$ cat src/rtl/div_retire_unit.sv
// ============================================================================
// Module   : div_retire_unit
// Brief    : Retires divider results into a shared register-file write port
//            through an in-order FIFO. Optional retire trace enabled by the
//            macro DIV_RETIRE_TRACE_EN.
// Revision : 1.0 - initial release
// ============================================================================
`default_nettype none

module div_retire_unit #(
   parameter int DEPTH = 8
) (
   input  logic        clk,
   input  logic        rst,
   input  logic        div_valid,
   input  logic        div_get_rem,
   input  logic [4:0]  div_rd,
   input  logic [31:0] div_quotient,
   input  logic [31:0] div_remainder,
   input  logic [31:0] div_pc,
   input  logic [31:0] div_inst,
   input  logic        pipe_wb_we,
   input  logic [4:0]  query_addr,
   output logic        rf_we,
   output logic [4:0]  rf_waddr,
   output logic [31:0] rf_wdata,
   output logic        pending_hit,
   output logic        stall_req,
   output logic        overflow,
   output logic        trace_valid,
   output logic [31:0] trace_pc,
   output logic [31:0] trace_inst
);

   localparam int c_ptr_w = (DEPTH > 1) ? $clog2(DEPTH) : 1;
   localparam int c_cnt_w = c_ptr_w + 1;
   localparam logic [c_cnt_w-1:0] c_full = c_cnt_w'(DEPTH);
   localparam logic [c_cnt_w-1:0] c_half = c_cnt_w'(DEPTH / 2);

   logic [4:0]  fifo_rd_mem   [DEPTH];
   logic [31:0] fifo_data_mem [DEPTH];

   logic [c_ptr_w-1:0] rd_ptr_q, rd_ptr_d, wr_ptr_q, wr_ptr_d;
   logic [c_cnt_w-1:0] count_q, count_d;
   logic               rf_we_q, rf_we_d;
   logic [4:0]         rf_waddr_q, rf_waddr_d;
   logic [31:0]        rf_wdata_q, rf_wdata_d;
   logic               stall_req_q, stall_req_d;
   logic               overflow_q, overflow_d;

   logic        w_in_data_sel;
   logic [31:0] w_in_data;
   logic        w_empty, w_full, w_pop, w_bypass, w_push_req, w_push, w_retire;
   logic [4:0]  w_ret_rd;
   logic [31:0] w_ret_data;

   assign w_in_data_sel = div_get_rem;
   assign w_in_data     = w_in_data_sel ? div_remainder : div_quotient;
   assign w_empty       = (count_q == '0);
   assign w_full        = (count_q == c_full);
   // The head always drains first; an empty FIFO lets the new result skip the queue.
   assign w_pop         = !pipe_wb_we && !w_empty;
   assign w_bypass      = !pipe_wb_we && w_empty && div_valid;
   assign w_push_req    = div_valid && !w_bypass;
   assign w_push        = w_push_req && (!w_full || w_pop);
   assign w_retire      = w_pop || w_bypass;
   assign w_ret_rd      = w_pop ? fifo_rd_mem[rd_ptr_q]   : div_rd;
   assign w_ret_data    = w_pop ? fifo_data_mem[rd_ptr_q] : w_in_data;

   always_ff @(posedge clk) begin
      if (w_push) begin
         fifo_rd_mem[wr_ptr_q]   <= div_rd;
         fifo_data_mem[wr_ptr_q] <= w_in_data;
      end
   end

   always_comb begin
      rd_ptr_d    = w_pop  ? rd_ptr_q + c_ptr_w'(1) : rd_ptr_q;
      wr_ptr_d    = w_push ? wr_ptr_q + c_ptr_w'(1) : wr_ptr_q;
      count_d     = count_q + c_cnt_w'(w_push) - c_cnt_w'(w_pop);
      stall_req_d = (count_d >= c_half);
      overflow_d  = overflow_q || (w_push_req && w_full && !w_pop);
      rf_we_d     = w_retire && (w_ret_rd != 5'd0);
      rf_waddr_d  = w_retire ? w_ret_rd   : rf_waddr_q;
      rf_wdata_d  = w_retire ? w_ret_data : rf_wdata_q;
   end

   always_ff @(posedge clk or posedge rst) begin
      if (rst) begin
         rd_ptr_q    <= '0;
         wr_ptr_q    <= '0;
         count_q     <= '0;
         stall_req_q <= 1'b0;
         overflow_q  <= 1'b0;
         rf_we_q     <= 1'b0;
         rf_waddr_q  <= '0;
         rf_wdata_q  <= '0;
      end else begin
         rd_ptr_q    <= rd_ptr_d;
         wr_ptr_q    <= wr_ptr_d;
         count_q     <= count_d;
         stall_req_q <= stall_req_d;
         overflow_q  <= overflow_d;
         rf_we_q     <= rf_we_d;
         rf_waddr_q  <= rf_waddr_d;
         rf_wdata_q  <= rf_wdata_d;
      end
   end

   // An entry is live when its distance from the head is below the count.
   always_comb begin
      logic              hit;
      logic [c_ptr_w-1:0] offs;
      hit  = 1'b0;
      offs = '0;
      for (int i = 0; i < DEPTH; i++) begin
         offs = c_ptr_w'(i) - rd_ptr_q;
         if (({1'b0, offs} < count_q) && (fifo_rd_mem[i] == query_addr)) begin
            hit = 1'b1;
         end
      end
      if (rf_we_q && (rf_waddr_q == query_addr)) begin
         hit = 1'b1;
      end
      pending_hit = hit && (query_addr != 5'd0);
   end

   assign rf_we     = rf_we_q;
   assign rf_waddr  = rf_waddr_q;
   assign rf_wdata  = rf_wdata_q;
   assign stall_req = stall_req_q;
   assign overflow  = overflow_q;

`ifdef DIV_RETIRE_TRACE_EN
   logic [31:0] fifo_pc_mem   [DEPTH];
   logic [31:0] fifo_inst_mem [DEPTH];
   logic        trace_valid_q, trace_valid_d;
   logic [31:0] trace_pc_q, trace_pc_d, trace_inst_q, trace_inst_d;

   always_ff @(posedge clk) begin
      if (w_push) begin
         fifo_pc_mem[wr_ptr_q]   <= div_pc;
         fifo_inst_mem[wr_ptr_q] <= div_inst;
      end
   end

   always_comb begin
      trace_valid_d = w_retire;
      trace_pc_d    = 32'd0;
      trace_inst_d  = 32'd0;
      if (w_retire) begin
         trace_pc_d   = w_pop ? fifo_pc_mem[rd_ptr_q]   : div_pc;
         trace_inst_d = w_pop ? fifo_inst_mem[rd_ptr_q] : div_inst;
      end
   end

   always_ff @(posedge clk or posedge rst) begin
      if (rst) begin
         trace_valid_q <= 1'b0;
         trace_pc_q    <= '0;
         trace_inst_q  <= '0;
      end else begin
         trace_valid_q <= trace_valid_d;
         trace_pc_q    <= trace_pc_d;
         trace_inst_q  <= trace_inst_d;
      end
   end

   assign trace_valid = trace_valid_q;
   assign trace_pc    = trace_pc_q;
   assign trace_inst  = trace_inst_q;
`else
   logic unused_trace;
   assign unused_trace = ^{div_pc, div_inst};
   assign trace_valid  = 1'b0;
   assign trace_pc     = 32'd0;
   assign trace_inst   = 32'd0;
`endif

endmodule

`default_nettype wire

$ cat config.mk
export PLATFORM = sky130hd
export DESIGN_NAME = div_retire_unit
export DESIGN_NICKNAME = d
export VERILOG_FILES = /design/src/rtl/div_retire_unit.sv
export SDC_FILE = /design/constraint.sdc
export NUM_CORES = 1
export LEC_CHECK = 0
export CAP_MARGIN = 10
export CORE_MARGIN = 2
export CORE_UTILIZATION = 25
export DETAILED_ROUTE_END_ITERATION = 12
export GPL_ROUTABILITY_DRIVEN = 0
export PLACE_DENSITY_LB_ADDON = 0.25
export SYNTH_ARGS = -nofsm -noshare
export SYNTH_HDL_FRONTEND = slang
export SYNTH_SLANG_ARGS = --single-unit
export TNS_END_PERCENT = 1
$ cat constraint.sdc
create_clock -name clk -period 8 [get_ports clk]
set_input_delay 1.6 -clock clk [delete_from_list [all_inputs] [get_ports clk]]
set_output_delay 1.6 -clock clk [all_outputs]
set_load 0.1 [all_outputs]
==> results.py <==
metrics = {
    "timing": {
        "maxSlewViolCount": 0,
        "min_period_over_period_pct": 84.1,
        "grt_setup_unrepaired": "false",
        "tightest_slew_ps": 1020,
        "period_needed_ps": 6720,
        "fmax_mhz": 149,
        "timing.hold.ws_ps": 468,
        "skew_ps": 24.9,
        "finalHoldViolations": 0,
        "slew_headroom_pct": 31.8,
        "tns_ps": 0,
        "setup_violations": 0,
    },
    "placed_design": {
        "port_buffers": 119,
        "hpwl_um": 21100,
        "placed_area_um2": 17200,
    },
    "global_route": {
        "grt_usage_pct": 11.8,
        "grt_overflow": 0,
        "grt_pass1_vias": 8753,
        "grt_pass1_wl_um": 55600,
        "grt_max_degree": 74,
        "antenna_found_initial": 0,
    },
    "clocking": {
        "clkTransAtPathRegs_ps": 60,
        "cts.sinks": 346,
        "cts_buffer_depth": 3,
        "cts_buffers": 40,
        "ctsHtreeMaxLevel": 2,
        "cts_tree": "done",
        "cts_hold_buf": 0,
        "cts_setup_buffers": 0,
        "cts.repair.resized": 0,
        "clk_latency_ps": 550,
        "cts_root_buf": "clkbuf_16",
    },
    "floorplan": {
        "coreArea_um2": 60400,
        "die_y_um": 251,
        "ios": 249,
        "die-area_um2": 63100,
        "num_rows": 90,
        "die_x_um": 251,
        "initial_utilization_pct": 25.3,
    },
    "final_layout": {
        "drive_gt1_share_pct": 17.9,
        "n_antenna_cell": 0,
        "stdcell_area_um2": 18400,
        "post-route-util_pct": 30.5,
        "syn_to_final_growth_pct": 20.7,
        "layout.nets": 1254,
    },
    "power_and_ir_drop": {
        "ir_drop_mv": 0.283,
        "p_per_area_nw_per_um2": 386,
        "p_leak_nw": 6.44,
    },
    "run_status": {
        "status": "finished clean",
    },
    "yosys": {
        "synth_async_sr_flop_share_pct": 14.5,
        "synthFlopType": "edfxtp_1",
        "yosysMostFrequentCell": "edfxtp_1",
        "synth_area_leaders": "edfxtp_1 58%, mux4_2 10%, dfrtp_1 8.2%",
        "synth-seq-cells": 346,
        "syn_area_um2": 15300,
        "synth_commonest_cells": "296 x edfxtp_1, 156 x nand2_1, 69 x mux4_2",
        "yosys.area.top_type": "edfxtp_1",
        "synth_top_area_share_pct": 58.2,
        "syn_avg_cell_area_um2": 16.0,
        "synth_cell_types": 50,
        "syn_inst": 957,
        "yosysWarnings": 0,
        "synth-edff-count": 296,
        "ys_seq_area_share_pct": 66.4,
    },
    "routing": {
        "antenna_left": 0,
        "detail_route.iter0.violations": 573,
        "routed-wl-met3_um": 1510,
        "top_layer": "met4",
        "routedLengthMet1_um": 17500,
        "viasPerCell": 4.35,
        "vias": 8272,
        "wl_met2_um": 17400,
        "post_drt_wl_per_cell_um": 19.5,
        "routed_wl_um": 37000,
        "route.detailed.drc": 0,
        "first_pass_iters": 4,
    },
    "setup_path": {
        "cp_max_fo": 10,
        "required_ps": 6400,
        "crit_path_cell_trace": "clkdlybuf4s50_1, xor2_1, a2111o_1, a2111oi_2, a31oi_1, o2111ai_1, o22a_1, clkdlybuf4s50_1",
        "critPathLaunchType": "input port",
        "critPathMostFrequentCell": "clkdlybuf4s50_1",
        "arrival_ps": 5120,
        "critical_path_class": "input port to primary output",
        "cp_slowest_cell": "clkdlybuf4s50_1",
        "worst_setup_path_end_kind": "primary output",
        "r2r_setup_slack_ps": 4870,
        "critPathMaxStageDelay_ps": 1150,
    },
    "min_path": {
        "hold_class": "register to register",
    },
    "job": {
        "maxCapViolCount": 0,
    },
}
==> final cells by class <==
type / instances / area (µm²)
sequential: 346 / 10100
clock inverter: 16 / 148
tap: 782 / 978
clock buffer: 57 / 1130
fill: 6022 / 41900
inverter: 18 / 67.6
multi-input combinational: 547 / 4640
timing repair buffer: 136 / 1310
==> path summary, 6_finish.rpt <==
check                               from                 to  cells after the start
max                        query_addr[0]        pending_hit                      8
min                             overflow           overflow                      1
max reg2reg                   count_q[3]  fifo_rd_mem[6][1]                      7
min reg2reg                     overflow           overflow                      1
max in group asynchronous            rst        rd_ptr_q[2]                      3
min in group asynchronous            rst       rf_wdata[13]                      3
==> stage by stage <==
| stage | power, W | cells | worst slack [ps] |
|---|---|---|---|
| global route | 0.00753 | 1902 | 1110 |
| CTS | 0.00725 | 1902 | 1240 |
| detailed placement | 0.00543 | 1829 | 1260 |
| floorplan | 0.00467 | 1021 | 2860 |
| finish | 0.00711 | 1902 | 1280 |
| global placement | 0.00541 | 1829 | 1320 |
==> registers in the layout, indices dropped and copies added, names as in the netlist <==
| name | count |
|---|---|
| count_q | 4 |
| fifo_data_mem | 256 |
| fifo_rd_mem | 40 |
| overflow | 1 |
| rd_ptr_q | 3 |
| rf_waddr | 5 |
| rf_wdata | 32 |
| rf_we | 1 |
| stall_req | 1 |
| wr_ptr_q | 3 |
==> where the power goes <==
group          internal, W  switching (W)
logic             0.000894        0.00182
registers          0.00234       0.000280
clock network      0.00105       0.000725
total              0.00428        0.00283
==> kinds of logic (layout without fill, tap and decap cells) <==
kind of cell,Yosys count,after routing,share of synthesized area (%)
other,1,65,0.0246
AO/OA/AOI/OAI,73,73,2.93
flip-flops,346,346,66.4
buffers and inverters,128,227,5.18
adder cells (fa/ha/maj),22,22,1.85
AND/OR/NAND/NOR,191,191,5.05
multiplexers,144,144,15.6
XOR/XNOR,52,52,2.98
==> layout by cell type (no fill, tap or decap), types with 3 or more instances in the layout <==
master | synthesis | final
a21o_1 | 3 | 3
nand2_1 | 156 | 156
nor3_1 | 5 | 3
clkbuf_1 | 9 | 10
conb_1 | 1 | 65
inv_1 | 15 | 14
clkinv_1 | 2 | 4
mux2_2 | 34 | 34
nand3_1 | 5 | 5
nor2_4 | 0 | 6
o21ai_0 | 38 | 38
clkbuf_8 | 0 | 7
nor4_1 | 4 | 4
edfxtp_1 | 296 | 296
o2111ai_1 | 3 | 3
nand2b_1 | 4 | 4
clkinv_2 | 0 | 7
mux4_2 | 69 | 69
a31oi_1 | 4 | 4
clkdlybuf4s50_1 | 0 | 118
a21oi_1 | 11 | 11
xnor2_1 | 19 | 19
inv_2 | 1 | 3
xor2_1 | 33 | 33
dfrtp_1 | 50 | 47
nor2_1 | 9 | 3
buf_4 | 68 | 17
ha_1 | 21 | 21
clkbuf_16 | 0 | 40
mux2i_1 | 39 | 39
==> critical path: cells and delay by family <==
family	cells	cell delay, ps
XOR/XNOR	1	160
buffers and inverters	2	2040
AO/OA/AOI/OAI	5	1310
==> per-layer routing <==
metal	vias up	global-route usage, %
met3	46	2.21
met5	-	0
met1	4287	16.0
li1	3729	-
met4	0	2.86
met2	210	19.4
Note: power is estimated with default switching activity, not from simulation.
